--- config.mk ---
export PLATFORM = sky130hd
export DESIGN_NAME = button_event_decoder_flat
export DESIGN_NICKNAME = d
export VERILOG_FILES = /design/src/rtl/button_event_decoder_if.sv /design/src/rtl/button_event_decoder.sv /design/src/flat_wrapper.sv
export SDC_FILE = /design/constraint.sdc
export NUM_CORES = 1
export LEC_CHECK = 0
export CORE_ASPECT_RATIO = 1.2
export CORE_UTILIZATION = 40
export CTS_BUF_LIST = sky130_fd_sc_hd__clkbuf_4 sky130_fd_sc_hd__clkbuf_8
export CTS_CLUSTER_DIAMETER = 50
export DETAILED_ROUTE_END_ITERATION = 7
export PLACE_DENSITY = 0.66
export SYNTH_ARGS = -nofsm -noshare
export SYNTH_HDL_FRONTEND = slang
export SYNTH_SLANG_ARGS = --single-unit
export TNS_END_PERCENT = 20
--- constraint.sdc ---
create_clock -name clk -period 2.05 [get_ports clk]
set_input_delay 0.3075 -clock clk [delete_from_list [all_inputs] [get_ports clk]]
set_output_delay 0.3075 -clock clk [all_outputs]
set_load 0.02 [all_outputs]
--- src/rtl/button_event_decoder_if.sv ---
// Signal bundle between the debouncer-side driver and the button event decoder.
// The master side drives the clean level; the slave (decoder) returns events.
interface button_event_decoder_if #(
   parameter int unsigned COUNT_WIDTH = 8
);
   logic                   debounced_in;
   logic                   press;
   logic                   release_evt;
   logic                   long_press;
   logic                   repeat_tick;
   logic                   holding;
   logic [COUNT_WIDTH-1:0] press_count;

   modport master (
      output debounced_in,
      input  press,
      input  release_evt,
      input  long_press,
      input  repeat_tick,
      input  holding,
      input  press_count
   );

   modport slave (
      input  debounced_in,
      output press,
      output release_evt,
      output long_press,
      output repeat_tick,
      output holding,
      output press_count
   );
endinterface

--- src/rtl/button_event_decoder.sv ---
// Turns a debounced button level into one-cycle press/release/long-press/repeat
// pulses, a HELD level and a wrapping press counter. All outputs are registered.
module button_event_decoder #(
   parameter int unsigned LONG_TICKS   = 1000,
   parameter int unsigned REPEAT_TICKS = 250,
   parameter int unsigned COUNT_WIDTH  = 8
) (
   input logic                    clk,
   input logic                    rst,
   button_event_decoder_if.slave  bus
);
   localparam int unsigned MAX_TICKS = (LONG_TICKS > REPEAT_TICKS) ? LONG_TICKS : REPEAT_TICKS;
   localparam int unsigned TIMER_W   = $clog2(MAX_TICKS) + 1;
   localparam logic [TIMER_W-1:0] LONG_LAST   = TIMER_W'(LONG_TICKS - 1);
   localparam logic [TIMER_W-1:0] REPEAT_LAST = TIMER_W'(REPEAT_TICKS - 1);

   typedef enum logic [1:0] {StArming, StIdle, StPressed, StHeld} state_e;

   state_e                 state_q, state_d;
   logic [TIMER_W-1:0]     timer_q, timer_d;
   logic [COUNT_WIDTH-1:0] count_q, count_d;
   logic                   press_q, press_d;
   logic                   release_q, release_d;
   logic                   long_q, long_d;
   logic                   repeat_q, repeat_d;
   logic                   holding_q, holding_d;

   always_ff @(posedge clk) begin
      if (rst) begin
         state_q   <= StArming;
         timer_q   <= '0;
         count_q   <= '0;
         press_q   <= 1'b0;
         release_q <= 1'b0;
         long_q    <= 1'b0;
         repeat_q  <= 1'b0;
         holding_q <= 1'b0;
      end else begin
         state_q   <= state_d;
         timer_q   <= timer_d;
         count_q   <= count_d;
         press_q   <= press_d;
         release_q <= release_d;
         long_q    <= long_d;
         repeat_q  <= repeat_d;
         holding_q <= holding_d;
      end
   end

   always_comb begin
      state_d   = state_q;
      timer_d   = '0;
      count_d   = count_q;
      press_d   = 1'b0;
      release_d = 1'b0;
      long_d    = 1'b0;
      repeat_d  = 1'b0;

      unique case (state_q)
         // Wait for a low level so a button held through reset is never a press.
         StArming: begin
            if (!bus.debounced_in) state_d = StIdle;
         end
         StIdle: begin
            if (bus.debounced_in) begin
               state_d = StPressed;
               press_d = 1'b1;
               count_d = count_q + 1'b1;
            end
         end
         // Release is checked first so it wins over a simultaneous timer expiry.
         StPressed: begin
            if (!bus.debounced_in) begin
               state_d   = StIdle;
               release_d = 1'b1;
            end else if (timer_q == LONG_LAST) begin
               state_d = StHeld;
               long_d  = 1'b1;
            end else begin
               timer_d = timer_q + 1'b1;
            end
         end
         StHeld: begin
            if (!bus.debounced_in) begin
               state_d   = StIdle;
               release_d = 1'b1;
            end else if (timer_q == REPEAT_LAST) begin
               repeat_d = 1'b1;
            end else begin
               timer_d = timer_q + 1'b1;
            end
         end
         default: state_d = StArming;
      endcase

      holding_d = (state_d == StHeld);
   end

   assign bus.press       = press_q;
   assign bus.release_evt = release_q;
   assign bus.long_press  = long_q;
   assign bus.repeat_tick = repeat_q;
   assign bus.holding     = holding_q;
   assign bus.press_count = count_q;
endmodule
--- src/flat_wrapper.sv ---
// flat-port wrapper written by rule: the top's interface ports become plain ports
module button_event_decoder_flat 
#(
   parameter int unsigned LONG_TICKS   = 1000,
   parameter int unsigned REPEAT_TICKS = 250,
   parameter int unsigned COUNT_WIDTH  = 8
)
  (clk, rst, bus_debounced_in, bus_press, bus_release_evt, bus_long_press, bus_repeat_tick, bus_holding, bus_press_count);
  button_event_decoder_if #(.COUNT_WIDTH(COUNT_WIDTH)) bus_i ();
  input logic clk;
  input logic rst;
  input wire logic [$bits(bus_i.debounced_in)-1:0] bus_debounced_in;
  output wire logic [$bits(bus_i.press)-1:0] bus_press;
  output wire logic [$bits(bus_i.release_evt)-1:0] bus_release_evt;
  output wire logic [$bits(bus_i.long_press)-1:0] bus_long_press;
  output wire logic [$bits(bus_i.repeat_tick)-1:0] bus_repeat_tick;
  output wire logic [$bits(bus_i.holding)-1:0] bus_holding;
  output wire logic [$bits(bus_i.press_count)-1:0] bus_press_count;
  assign bus_i.debounced_in = bus_debounced_in;
  assign bus_press = bus_i.press;
  assign bus_release_evt = bus_i.release_evt;
  assign bus_long_press = bus_i.long_press;
  assign bus_repeat_tick = bus_i.repeat_tick;
  assign bus_holding = bus_i.holding;
  assign bus_press_count = bus_i.press_count;
  button_event_decoder #(.LONG_TICKS(LONG_TICKS), .REPEAT_TICKS(REPEAT_TICKS), .COUNT_WIDTH(COUNT_WIDTH)) u_core (.clk(clk), .rst(rst), .bus(bus_i));
endmodule
=== Word level (Yosys, flattened, before mapping) ===
Cells that the tools add are included.

* Flip-flop bits (word level): 26
* Input port bits: 3
* Output and inout bits: 13
* Logic and storage cells: 43

* Add/sub/neg operators: 2
* Equal/unequal tests: 6
* Mux-type cells: 14
* Bitwise operators: 5
* Reductions and logical operators: 8

{| class="wikitable"
|+ Operators by type and width
! cell !! number
|-
| $mux W11 || 4
|-
| $pmux W11 S2 || 1
|-
| $add A11 B1 Y11 const B || 1
|-
| $eq A11 B10 Y1 const B || 1
|-
| $eq A11 B8 Y1 const B || 1
|-
| $add A8 B1 Y8 const B || 1
|-
| $mux W2 || 4
|-
| $reduce_or A2 Y1 || 4
|-
| $eq A2 B2 Y1 const B || 3
|-
| $pmux W2 S3 || 1
|-
| $reduce_or A3 Y1 || 2
|-
| $not A1 Y1 || 5
|-
| $mux W1 || 4
|-
| $eq A2 B1 Y1 const B || 1
|-
| $logic_not A2 Y1 || 1
|-
| $reduce_and A2 Y1 || 1
|}

=== Logic depth before layout (Yosys ltp) ===
* Depth after elaboration: 5
* Mapped depth: 6
* Gate-level depth less buffers: 5

=== Least setup slack after synthesis ===
Ideal clock, no wire load.

* Path type: reg-to-reg
* Start point: reg u_core.timer_q[3]
* End point: reg u_core.holding_q, in the netlist u_core.bus.holding
* Library setup time: 103 ps
* Arrival time: 1478 ps
* Required time: 1947 ps
* Path slack: 468 ps
* Stages on the path, launching flop included: 4
* Buffers on the path: 0
* Period minus slack after synthesis: 1582 ps
* Cells stage by stage: dfxtp_1 or4b_1 or3_4 a2111oi_2

* Longest elaborated chain between the ends: 5

{| class="wikitable"
|+ Ends and longest elaborated chain
! item !! RTL line !! RTL
|-
| from (decl) || button_event_decoder.sv:20 || <nowiki>logic [TIMER_W-1:0] timer_q, timer_d;</nowiki>
|-
| from (signal assigned) || button_event_decoder.sv:40 || <nowiki>timer_q <= timer_d;</nowiki>
|-
| $eq A11 B10 Y1 || button_event_decoder.sv:76 || <nowiki>end else if (timer_q == LONG_LAST) begin</nowiki>
|-
| $mux W2 || button_event_decoder.sv:76 ||
|-
| $mux W2 || button_event_decoder.sv:73 || <nowiki>if (!bus.debounced_in) begin</nowiki>
|-
| $pmux W2 S3 || button_event_decoder.sv:59 || <nowiki>unique case (state_q)</nowiki>
|-
| $eq A2 B2 Y1 || button_event_decoder.sv:96 || <nowiki>holding_d = (state_d == StHeld);</nowiki>
|-
| to (signal assigned) || button_event_decoder.sv:46 || <nowiki>holding_q <= holding_d;</nowiki>
|-
| to (decl) || button_event_decoder.sv:26 || <nowiki>logic holding_q, holding_d;</nowiki>
|}

Every way passes these cells.
A chain may end at the register's enable or synchronous reset.

=== Worst setup path after layout ===
* Start point: reg u_core.timer_q[0]
* End point: reg u_core.holding_q, in the netlist u_core.bus.holding

The elaborated chain is that of the path after synthesis.

==> flow_summary.toml <==
[logic_synthesis]
yosys-top-cells-area = "dfxtp_1 43%, ha_1 7.2%, a21oi_1 4.9%, o31ai_1 4.9%, a22oi_1 3.7%"
synth_warnings = 0
ys_ff_latch = 26
synth.avg_cell_area_um2 = 9.22
synth_cell_types = 31
yosysMostFrequentCell = "dfxtp_1"
yosysTopAreaCell = "dfxtp_1"
seq_area_frac_synth_pct = 42.8
synth-edff-count = 0
async_reset_ff_share_pct = 0
synth_area_um2 = 1220
synthFlopType = "dfxtp_1"
synth_common_cells = "26 x dfxtp_1, 12 x a21oi_1, 8 x nand3_1, 8 x o31ai_1"
synth_fp_nets = 142
synth.top_cell.area_share_pct = 42.8
synthCells = 132

[detailed_routing]
drt_iter0_markers = 11
drc = 0
avgRoutedWirePerCell_um = 13.3
firstDrtPassIters = 4
antenna_left = 0
vias_per_cell = 5.78
vias = 1075
wl_mm = 2.48

[worst_hold_path]
hp-class = "reg -> reg"
hold_depth = 1
hp-start = "u_core.timer_q[0]"
worst_hold_path.endpoint = "u_core.timer_q[0]"

[layout]
stdcell_area_um2 = 1490
fin_nets = 163
multi_input_area_um2 = 672
antenna_cells = 0
register_area_um2 = 520
post-route-util_pct = 52.3
fill_cells = 265
syn_to_final_growth_pct = 22.0
drive_gt1_share_pct = 9.21

[floorplan]
dieArea_um2 = 3270
die_w_um = 52.4
pin_count = 16
rows = 21
core_um2 = 2840
fp.dieH_um = 62.4
start_util_pct = 42.9

[timing]
hold_violations = 0
rsz0062_at_grt = "no"
whs_ns = 0.491
drv_slew = 0
min_period_over_period_pct = 85.8
tightest_slew_ns = 0.515
setup_viol = 0
fin_crit_ns = 1.76
relSlewSlack_pct = 65.6
clock.fmax_mhz = 568
worst_slack_ns = 0.290
finClkSkew_ns = 0.00538

[clock_network]
root_buffer = "clkbuf_4"
path_clk_slew_ns = 0.14
holdBufCountCts = 0
clock_path_buffers = 2
clock_latency_ns = 0.31
cts_tree = "done"
cts_buffers = 3
h-tree-depth = 1
clock_sinks = 26

[global_route]
grt_max_degree = 15
grt_use_total_pct = 17.3
grt_pass1_vias = 1063
antenna_found_initial = 0
grt_busiest_layer = "met2"
grt_util_met2_pct = 30.2
use_met3_pct = 2.19
met1_usage_pct = 21.2
grt_pass1_wl_mm = 4.46
grt_overflow = 0

[worst_setup_path]
worst_setup_path_end_kind = "flop"
crit_arrival_ns = 1.97
required_ns = 2.26
rrSetupSlack_ns = 0.29
critPathKind = "reg -> reg"
start_kind = "flop"
reg2reg_from = "u_core.timer_q[0]"
reg2regPathDepth = 5
r2r-end = "u_core.bus.holding"
critPathMaxFanout = 7

[power]
total_power_w = 0.000811
powerDensity_nw_per_um2 = 546
peakVddDrop_mv = 0.340
leakage_nw = 0.472

[job]
drv_cap = 0

[place]
dpl_cell_area_um2 = 1440
dp_hpwl_mm = 1.81
detailedPlace.worstSlack_ns = -0.330
portBuffers = 15
gp_congestion = 0.750

[run_status]
status = "completed"
registers in the layout, indices dropped and copies added, names as in the netlist:
register	count
u_core.timer_q	11
u_core.bus.press	1
u_core.bus.long_press	1
u_core.bus.holding	1
u_core.bus.release_evt	1
u_core.bus.repeat_tick	1
u_core.state_q	2
u_core.bus.press_count	8
layout by cell type, fill, tap and decap left out, types with 2 or more instances in the layout:
cell and n:
dfxtp_1 26, clkdlybuf4s50_1 15, a21oi_1 12, nand3_1 8
nand2_1 7, o31ai_1 7, ha_1 7, or3_1 6
or4_1 6, a22oi_1 6, o21ai_0 6, buf_4 6
inv_1 5, nor2_1 5, xor2_1 4, nand4_1 3
nor3_1 3, clkbuf_4 3, and3b_1 2
critical path, cell delays in order (launching register included):
cell       delay, ns
dfxtp_1         0.41
ha_1            0.23
nand2_1         0.13
buf_4           0.18
or3_4           0.39
a2111oi_2       0.32
cells by family after synthesis:
logic type,count (synthesis),share of synthesized area (%)
compound gates,39,21.3
fa+ha+maj,7,7.19
flops,26,42.8
simple gates,45,22.0
buf+inv,10,3.19
xor+xnor,5,3.60
power breakdown:
| group | total [W] | switching, W | internal (W) | leakage, nW |
|---|---|---|---|---|
| Clock | 0.000253 | 0.000145 | 0.000108 | 0.0210 |
| Sequential | 0.000512 | 0.00000353 | 0.000509 | 0.210 |
| Combinational | 0.0000457 | 0.0000255 | 0.0000201 | 0.241 |
| Total | 0.000811 | 0.000174 | 0.000637 | 0.472 |
through the flow:
| step | setup TNS [ns] | instances |
|---|---|---|
| 6_report | 0 | 186 |
| 5_1_grt | 0 | 186 |
| 4_1_cts | 0 | 186 |
| 3_5_place_dp | -2.83 | 182 |
| 3_3_place_gp | -0.696 | 182 |
| 2_1_floorplan | 0 | 132 |
metal layers:
metal,vias up,routed length (µm)
met5,-,0
met4,0,17
met3,2,57
met2,13,1270
met1,519,1130
li1,541,-
worst max-delay path by stage:
| stage | slack [ns] | end | startpoint | cells past startpoint |
|---|---|---|---|---|
| after global placement | -0.10 | u_core.timer_q[5] | u_core.timer_q[3] | 3 |
| after detailed placement | -0.33 | u_core.timer_q[8] | u_core.timer_q[3] | 3 |
| final | 0.29 | u_core.bus.holding | u_core.timer_q[0] | 5 |
| after CTS | 0.09 | u_core.timer_q[8] | u_core.timer_q[3] | 3 |
| after global routing | 0.19 | u_core.bus.holding | u_core.timer_q[0] | 5 |
| after floorplan | 0.47 | u_core.bus.holding | u_core.timer_q[3] | 3 |
timing repair:
action	in CTS	in global routing
gates resized for setup	1	1
endpoints found under the setup margin	11	6
buffers inserted	0	0
pin swaps	0	0
cloned	0	0
final cells by class:
| cell class | count | area share [%] |
|---|---|---|
| repair buffers | 21 | 13.1 |
| well taps | 34 | 2.86 |
| multi-input cells | 96 | 45.2 |
| clock buffers | 4 | 2.44 |
| inverters | 5 | 1.26 |
| flip-flops and latches | 26 | 35.0 |
(Power assumes the default switching activity.)
